`src/rtl/sysbus_arbiter_if.sv`:
```
// One Sysbus port: request beats toward the bus, response beats back from it.
interface sysbus_arbiter_if #(
  parameter int DATA_W = 64,
  parameter int TAG_W  = 13
);
  logic              reqcyc;
  logic [DATA_W-1:0] req;
  logic [TAG_W-1:0]  reqtag;
  logic              reqack;
  logic              respcyc;
  logic [DATA_W-1:0] resp;
  logic [TAG_W-1:0]  resptag;
  logic              respack;

  modport master (
    output reqcyc, req, reqtag, respack,
    input  reqack, respcyc, resp, resptag
  );

  modport slave (
    input  reqcyc, req, reqtag, respack,
    output reqack, respcyc, resp, resptag
  );
endinterface

```
`src/rtl/sysbus_arbiter.sv`:
```
// Round-robin arbiter sharing one Sysbus master between fetch (m0) and data (m1) for whole line transactions.
// Grant takes one idle cycle; beats pass through combinationally, and each side's ack/backpressure is forwarded unchanged.
module sysbus_arbiter #(
  parameter int BUS_DATA_WIDTH = 64,
  parameter int BUS_TAG_WIDTH  = 13,
  parameter int BEATS          = 8
) (
  input logic            clk,
  input logic            reset,
  sysbus_arbiter_if.slave  m0,
  sysbus_arbiter_if.slave  m1,
  sysbus_arbiter_if.master bus
);
  localparam int CW = $clog2(BEATS) + 1;
  localparam logic [CW-1:0] LAST_BEAT = CW'(BEATS - 1);

  typedef enum logic [1:0] {IDLE, REQ, WDATA, RESP} state_t;

  state_t          r_state, w_state_nxt;
  logic            r_owner, w_owner_nxt;
  logic            r_last_grant, w_last_grant_nxt;
  logic            r_is_read, w_is_read_nxt;
  logic [CW-1:0]   r_beat_cnt, w_beat_cnt_nxt;

  logic                      w_own_reqcyc;
  logic [BUS_DATA_WIDTH-1:0] w_own_req;
  logic [BUS_TAG_WIDTH-1:0]  w_own_reqtag;
  logic                      w_own_respack;
  logic                      w_req_fire;
  logic                      w_resp_fire;

  assign w_own_reqcyc  = r_owner ? m1.reqcyc  : m0.reqcyc;
  assign w_own_req     = r_owner ? m1.req     : m0.req;
  assign w_own_reqtag  = r_owner ? m1.reqtag  : m0.reqtag;
  assign w_own_respack = r_owner ? m1.respack : m0.respack;
  assign w_req_fire    = w_own_reqcyc & bus.reqack;
  assign w_resp_fire   = bus.respcyc & w_own_respack;

  always_ff @(posedge clk) begin
    if (!reset) begin
      r_state      <= IDLE;
      r_owner      <= 1'b0;
      r_last_grant <= 1'b1;
      r_is_read    <= 1'b0;
      r_beat_cnt   <= '0;
    end else begin
      r_state      <= w_state_nxt;
      r_owner      <= w_owner_nxt;
      r_last_grant <= w_last_grant_nxt;
      r_is_read    <= w_is_read_nxt;
      r_beat_cnt   <= w_beat_cnt_nxt;
    end
  end

  always_comb begin
    w_state_nxt      = r_state;
    w_owner_nxt      = r_owner;
    w_last_grant_nxt = r_last_grant;
    w_is_read_nxt    = r_is_read;
    w_beat_cnt_nxt   = r_beat_cnt;
    case (r_state)
      IDLE: begin
        if (m0.reqcyc | m1.reqcyc) begin
          // On a tie the port that did not win last time takes the bus.
          w_owner_nxt      = (m0.reqcyc & m1.reqcyc) ? ~r_last_grant : m1.reqcyc;
          w_last_grant_nxt = w_owner_nxt;
          w_beat_cnt_nxt   = '0;
          w_state_nxt      = REQ;
        end
      end
      REQ: begin
        if (!w_own_reqcyc) begin
          w_state_nxt = IDLE;
        end else if (bus.reqack) begin
          w_is_read_nxt = w_own_reqtag[BUS_TAG_WIDTH-1];
          w_state_nxt   = w_own_reqtag[BUS_TAG_WIDTH-1] ? RESP : WDATA;
        end
      end
      WDATA: begin
        if (w_req_fire) begin
          if (r_beat_cnt == LAST_BEAT) w_state_nxt = IDLE;
          else                         w_beat_cnt_nxt = r_beat_cnt + 1'b1;
        end
      end
      RESP: begin
        if (w_resp_fire) begin
          if (r_beat_cnt == LAST_BEAT) w_state_nxt = IDLE;
          else                         w_beat_cnt_nxt = r_beat_cnt + 1'b1;
        end
      end
      default: w_state_nxt = IDLE;
    endcase
  end

  always_comb begin
    bus.reqcyc  = 1'b0;
    bus.req     = '0;
    bus.reqtag  = '0;
    bus.respack = 1'b0;
    m0.reqack   = 1'b0;
    m0.respcyc  = 1'b0;
    m0.resp     = '0;
    m0.resptag  = '0;
    m1.reqack   = 1'b0;
    m1.respcyc  = 1'b0;
    m1.resp     = '0;
    m1.resptag  = '0;
    if (r_state == REQ || r_state == WDATA) begin
      bus.reqcyc = w_own_reqcyc;
      bus.req    = w_own_req;
      bus.reqtag = w_own_reqtag;
      if (r_owner) m1.reqack = bus.reqack;
      else         m0.reqack = bus.reqack;
    end
    // Response beats are only routed while the owner's read is outstanding.
    if (r_state == RESP && r_is_read) begin
      bus.respack = w_own_respack;
      if (r_owner) begin
        m1.respcyc = bus.respcyc;
        m1.resp    = bus.resp;
        m1.resptag = bus.resptag;
      end else begin
        m0.respcyc = bus.respcyc;
        m0.resp    = bus.resp;
        m0.resptag = bus.resptag;
      end
    end
  end
endmodule

```
`src/flat_wrapper.sv`:
```
// flat-port wrapper written by rule: the top's interface ports become plain ports
module sysbus_arbiter_flat 
#(
  parameter int BUS_DATA_WIDTH = 64,
  parameter int BUS_TAG_WIDTH  = 13,
  parameter int BEATS          = 8
)
  (clk, reset, m0_reqcyc, m0_req, m0_reqtag, m0_respack, m0_reqack, m0_respcyc, m0_resp, m0_resptag, m1_reqcyc, m1_req, m1_reqtag, m1_respack, m1_reqack, m1_respcyc, m1_resp, m1_resptag, bus_reqcyc, bus_req, bus_reqtag, bus_respack, bus_reqack, bus_respcyc, bus_resp, bus_resptag);
  sysbus_arbiter_if #(.DATA_W((64)), .TAG_W((13))) m0_i ();
  sysbus_arbiter_if #(.DATA_W((64)), .TAG_W((13))) m1_i ();
  sysbus_arbiter_if #(.DATA_W((64)), .TAG_W((13))) bus_i ();
  input logic clk;
  input logic reset;
  input wire logic [$bits(m0_i.reqcyc)-1:0] m0_reqcyc;
  input wire logic [$bits(m0_i.req)-1:0] m0_req;
  input wire logic [$bits(m0_i.reqtag)-1:0] m0_reqtag;
  input wire logic [$bits(m0_i.respack)-1:0] m0_respack;
  output wire logic [$bits(m0_i.reqack)-1:0] m0_reqack;
  output wire logic [$bits(m0_i.respcyc)-1:0] m0_respcyc;
  output wire logic [$bits(m0_i.resp)-1:0] m0_resp;
  output wire logic [$bits(m0_i.resptag)-1:0] m0_resptag;
  input wire logic [$bits(m1_i.reqcyc)-1:0] m1_reqcyc;
  input wire logic [$bits(m1_i.req)-1:0] m1_req;
  input wire logic [$bits(m1_i.reqtag)-1:0] m1_reqtag;
  input wire logic [$bits(m1_i.respack)-1:0] m1_respack;
  output wire logic [$bits(m1_i.reqack)-1:0] m1_reqack;
  output wire logic [$bits(m1_i.respcyc)-1:0] m1_respcyc;
  output wire logic [$bits(m1_i.resp)-1:0] m1_resp;
  output wire logic [$bits(m1_i.resptag)-1:0] m1_resptag;
  output wire logic [$bits(bus_i.reqcyc)-1:0] bus_reqcyc;
  output wire logic [$bits(bus_i.req)-1:0] bus_req;
  output wire logic [$bits(bus_i.reqtag)-1:0] bus_reqtag;
  output wire logic [$bits(bus_i.respack)-1:0] bus_respack;
  input wire logic [$bits(bus_i.reqack)-1:0] bus_reqack;
  input wire logic [$bits(bus_i.respcyc)-1:0] bus_respcyc;
  input wire logic [$bits(bus_i.resp)-1:0] bus_resp;
  input wire logic [$bits(bus_i.resptag)-1:0] bus_resptag;
  assign m0_i.reqcyc = m0_reqcyc;
  assign m0_i.req = m0_req;
  assign m0_i.reqtag = m0_reqtag;
  assign m0_i.respack = m0_respack;
  assign m0_reqack = m0_i.reqack;
  assign m0_respcyc = m0_i.respcyc;
  assign m0_resp = m0_i.resp;
  assign m0_resptag = m0_i.resptag;
  assign m1_i.reqcyc = m1_reqcyc;
  assign m1_i.req = m1_req;
  assign m1_i.reqtag = m1_reqtag;
  assign m1_i.respack = m1_respack;
  assign m1_reqack = m1_i.reqack;
  assign m1_respcyc = m1_i.respcyc;
  assign m1_resp = m1_i.resp;
  assign m1_resptag = m1_i.resptag;
  assign bus_reqcyc = bus_i.reqcyc;
  assign bus_req = bus_i.req;
  assign bus_reqtag = bus_i.reqtag;
  assign bus_respack = bus_i.respack;
  assign bus_i.reqack = bus_reqack;
  assign bus_i.respcyc = bus_respcyc;
  assign bus_i.resp = bus_resp;
  assign bus_i.resptag = bus_resptag;
  sysbus_arbiter #(.BUS_DATA_WIDTH(BUS_DATA_WIDTH), .BUS_TAG_WIDTH(BUS_TAG_WIDTH), .BEATS(BEATS)) u_core (.clk(clk), .reset(reset), .m0(m0_i), .m1(m1_i), .bus(bus_i));
endmodule
```
`config.mk`:
```
export PLATFORM = sky130hd
export DESIGN_NAME = sysbus_arbiter_flat
export DESIGN_NICKNAME = d
export VERILOG_FILES = /design/src/rtl/sysbus_arbiter_if.sv /design/src/rtl/sysbus_arbiter.sv /design/src/flat_wrapper.sv
export SDC_FILE = /design/constraint.sdc
export NUM_CORES = 1
export LEC_CHECK = 0
export ABC_AREA = 1
export ABC_CLOCK_PERIOD_IN_PS = 1500
export CAP_MARGIN = 0
export CORE_AREA = 2 2 186 188
export CTS_CLUSTER_DIAMETER = 40
export CTS_CLUSTER_SIZE = 14
export DETAILED_ROUTE_END_ITERATION = 6
export DIE_AREA = 0 0 188 190
export PLACE_DENSITY = 0.41
export SLEW_MARGIN = 25
export SYNTH_ARGS = -nofsm -noshare
export SYNTH_HDL_FRONTEND = slang
export SYNTH_SLANG_ARGS = --single-unit
```
`constraint.sdc`:
```
create_clock -name clk -period 1.5 [get_ports clk]
set_clock_uncertainty 0.05 [all_clocks]
set_input_delay 0.225 -clock clk [delete_from_list [all_inputs] [get_ports clk]]
set_output_delay 0.225 -clock clk [all_outputs]
set_load 0.02 [all_outputs]
```
Word level (Yosys, flattened, before mapping)
Cells that the tools add are included.

operators by class
  mux-type cells = 38
  divide/modulo/power cells = 0
  bitwise gates (word level) = 5
  order comparisons = 0
  shift operators = 0
  $mul = 0
  reductions and logical operators = 8
  equality and inequality tests = 8
  add/sub/neg operators = 1

operators by type and width
  cell                   number
  $mux W64               6
  $mux W13               6
  $mux W4                4
  $mux W1                14
  $mux W2                6
  $pmux W4 S3            1
  $pmux W2 S4            1
  $reduce_and A4 Y1      2
  $ne A2 B1 Y1 const B   3
  $add A4 B1 Y4 const B  1
  $eq A2 B2 Y1 const B   2
  $eq A4 B3 Y1 const B   1
  $and A1 B1 Y1          3
  $ne A3 B3 Y1 const B   1
  $reduce_and A3 Y1      1
  $reduce_bool A3 Y1     1
  $eq A2 B1 Y1 const B   1
  $logic_not A2 Y1       1
  $reduce_and A2 Y1      1
  $logic_and A1 B1 Y1    1
  $logic_or A1 B1 Y1     1
  $not A1 Y1             1
  $or A1 B1 Y1           1

word-level totals
  memories kept = 0
  output and inout bits = 237
  bits in latches = 0
  RAM bits = 0
  flip-flop bits (word level) = 9
  logic and storage cells = 65
  bits in read-only memories = 0

Longest topological paths before layout
  depth after elaboration = 5
  depth in mapped cells = 10
  depth with buffers taken out = 10

Least setup slack after synthesis
OpenSTA, ideal clock, no wires.

  kind = reg-to-output
  start = register u_core.r_state[0]
  end = output port bus_req[45]
  required time = 1.225 ns
  cell stages (with the launch flop) = 7
  path buffers = 2
  data arrival time = 1.549 ns
  setup slack = -0.324 ns
  cell sequence = dfxtp_1 > inv_1 > ha_1 > buf_2 > clkbuf_1 > o21ai_0 > nor2_1

on the way
  cells in the longest elaborated chain, start to end = 3
  elaborated cells on any way between the ends = 4

RTL lines
  item                                          RTL line               source
  start, declared                               sysbus_arbiter.sv:19   state_t r_state, w_state_nxt;
  start signal, assigned                        sysbus_arbiter.sv:47   r_state <= w_state_nxt;
  $eq A2 B1 Y1 or $eq A2 B2 Y1 (tied branches)  sysbus_arbiter.sv:108  if (r_state == REQ || r_state == WDATA) begin
  $logic_or A1 B1 Y1 (*)                        sysbus_arbiter.sv:108
  $mux W64 (*)                                  sysbus_arbiter.sv:108
  end, declared                                 flat_wrapper.sv:31     output wire logic [$bits(bus_i.req)-1:0] bus_req;

Every way passes the cells marked *; elsewhere a longest branch is shown, timed or not.

Final worst setup path
  start = register u_core.r_state[1]
  end = output port m1_resp[15]

on the way
  cells in the longest elaborated chain, start to end = 3

RTL lines
  item                 RTL line               source
  $eq A2 B2 Y1         sysbus_arbiter.sv:116  if (r_state == RESP && r_is_read) begin
  $logic_and A1 B1 Y1  sysbus_arbiter.sv:116
  $mux W64             sysbus_arbiter.sv:116
  end, declared        flat_wrapper.sv:28     output wire logic [$bits(m1_i.resp)-1:0] m1_resp;

Every way passes these cells.

==> out/qor.yml <==
status: "complete, but fails checks"
violations: "setup timing"
dp.cells: 1584
grt_max_degree: 40
ys_types: 23
overflow: 0
drtAntennaViolNets: 0
synth-simple-area-share: 0.535
crit_path_cell_trace: "ha_4 -> nand2_4 -> clkinv_8 -> nand2_8 -> buf_8 -> buf_8 -> buf_4 -> nor2_4 -> buf_6"
worst_setup_path_end_kind: "output port"
cts-root-buf: "clkbuf_16"
htree_num_levels: 1
slew_headroom: 0.777
crit_type: "flop to output port"
row_count: 68
cp_slowest_cell: "dfxtp_4"
place_congestion: 0.844
hold_viol: 0
synthMuxAreaShare: 0
wl_per_cell_um: 15.4
rsz0062_at_grt: "yes"
holdWs_ns: 0.422
clkLatencyLatePin_ns: 0.23
total_power_mw: 9.15
cts_num_sinks: 9
drtPass1Iterations: 6
period_needed_ns: 1.92
maxSlewViolCount: 0
cp_top_family: "buffers and inverters"
ys_seq_area_frac: 0.0655
crit_top_cell: "buf_8"
synth_adder_area_share: 0.0273
setup.worst_path.end: "m1_resp[15]"
viasPerCell: 3.59
synth_top_family_by_area: "simple AND/OR/NAND/NOR gates"
seq_area_um2: 191
final_cell_mix: "clkdlybuf4s50_1 (238), buf_4 (167), nor2_1 (154), buf_6 (122), nor2_2 (103)"
drt-total-wl_mm: 25.3
synth-xor-area-share: 0
start_kind: "flop"
hold_buffers: 0
clkTransAtPathRegs_ns: 0.04
cp.required_ns: 1.22
worstHoldPathType: "flop to flop"
die_height_um: 190
n_antenna_cell: 0
critPathArrivalTime_ns: 1.64
final_common_cell: "clkdlybuf4s50_1"
maxCapViolations: 0
rrSetupSlack_ns: -0.13
syn-num-nets: 860
fill_cells: 3649
finalCoreUtilization: 0.306
setup_viol: 243
path_buf_inv: 5
vdd_drop_max_mv: 0.514
layout_setup_ws_ns: -0.417
drtIter0Drc: 219
critical_path.startpoint: "u_core.r_state[1]"
syn_inst: 615
worstSetupPathDepth: 9
vias: 5909
slowest_delay_ns: 0.35
io_pins: 476
place.port_buffers: 475
synth_compound_area_frac: 0.171
power_density_nw_per_um2: 882
dp_hpwl_mm: 18.6
syn2layout_area_growth_pct: 277
yosysWarnings: 0
max-clock-path-buffers: 2
reg2regPathDepth: 11
die_width_um: 188
worstReg2RegEnd: "u_core.r_beat_cnt[1]"
grt_first_pass_wirelength_mm: 33.8
timing.fmax_ghz: 0.522
fin_crit_sh: 1.28
nNetsFinal: 1438
leakage_nw: 4.87
grt_pass1_vias: 5880
ys_seq_elements: 9
grt_usage: 0.120
synth.cell_area_um2: 2750
worstMarginPinSlew_ns: 0.333
drive_gt1_frac: 0.494
r2r_start: "u_core.r_state[0]"
cts_tree: "done"
numCtsBuffers: 3
start_util: 0.0810
antenna_found_initial: 0
cp_max_fo: 8
drc: 0
multi_input_area_um2: 2970
dieArea_um2: 35700
core_area_um2: 33900
place_ws_ns: -0.605
avgSynthCellArea_um2: 4.47
stdcell_count: 1647
worst min-delay path by stage:
stage,startpoint,end,slack (ns),depth (start not counted)
6_report,u_core.r_last_grant,u_core.r_last_grant,0.42,2
5_1_grt,u_core.r_last_grant,u_core.r_last_grant,0.45,2
4_1_cts,u_core.r_last_grant,u_core.r_last_grant,0.41,2
3_5_place_dp,u_core.r_last_grant,u_core.r_last_grant,0.40,2
3_3_place_gp,u_core.r_last_grant,u_core.r_last_grant,0.39,2
2_1_floorplan,reset,u_core.r_last_grant,0.26,1
layer usage:
metal  vias up  share of wire  track usage
met4         0          0.014       0.0185
met1      2601           0.41        0.139
li1       2996              -            -
met5         -              0            0
met3        22          0.066       0.0253
met2       290           0.51        0.227
registers in the layout, summed over array words and instances (netlist names):
| signal | flops |
|---|---|
| u_core.r_state | 2 |
| u_core.r_is_read | 1 |
| u_core.r_beat_cnt | 4 |
| u_core.r_owner | 1 |
| u_core.r_last_grant | 1 |
Yosys cell counts, drive strengths merged:
cell type,n,share of area
dfxtp,9,0.065
a21boi,1,0.0027
or2,2,0.0045
nor3b,1,0.0027
inv,92,0.13
nor2,329,0.46
o21ai,83,0.15
nand2,34,0.055
buf,20,0.047
a21oi,7,0.014
nor3,2,0.0036
ha,6,0.027
clkbuf,21,0.029
nand3,8,0.015
power breakdown:
part           internal, mW  switching (mW)  total, mW  leakage [nW]
combinational          3.86            4.39       8.25          4.75
sequential            0.325          0.0950      0.420        0.0759
clock                 0.356           0.125      0.481        0.0382
worst min-delay path, stage by stage (launching register included):
cell	delay [ns]
dfxtp_1	0.33
nand2_1	0.06
nand3_1	0.05
metrics by stage:
| step | setup TNS (ns) | area, µm² |
|---|---|---|
| global route | -90.22 | 10400 |
| finish | -74.23 | 10400 |
| floorplan | -0.982 | 3220 |
| CTS | -89.42 | 9520 |
| detailed placement | -119.01 | 9000 |
| global placement | -119.17 | 9000 |
kinds of logic (layout without fill, tap and decap cells):
kind of cell | Yosys count | after routing
DFF | 9 | 9
buffers and inverters | 133 | 709
adders and majority gates | 6 | 6
AOI/OAI and AO/OA | 91 | 91
and+or+nand+nor | 376 | 377
final cells by class:
cell class,instances,area share
well taps,455,0.0548
flip-flops and latches,9,0.0184
multi-input cells,474,0.286
clock buffers,4,0.00759
repair buffers,613,0.597
inverters,92,0.0359
repair_timing:
action | 4_1_cts | 5_1_grt
resized for setup | 893 | 491
setup endpoints to repair | 244 | 244
buffers inserted | 19 | 24
pin swaps | 3 | 26
gates cloned | 8 | 11
Power figures use the tool's default switching activity.
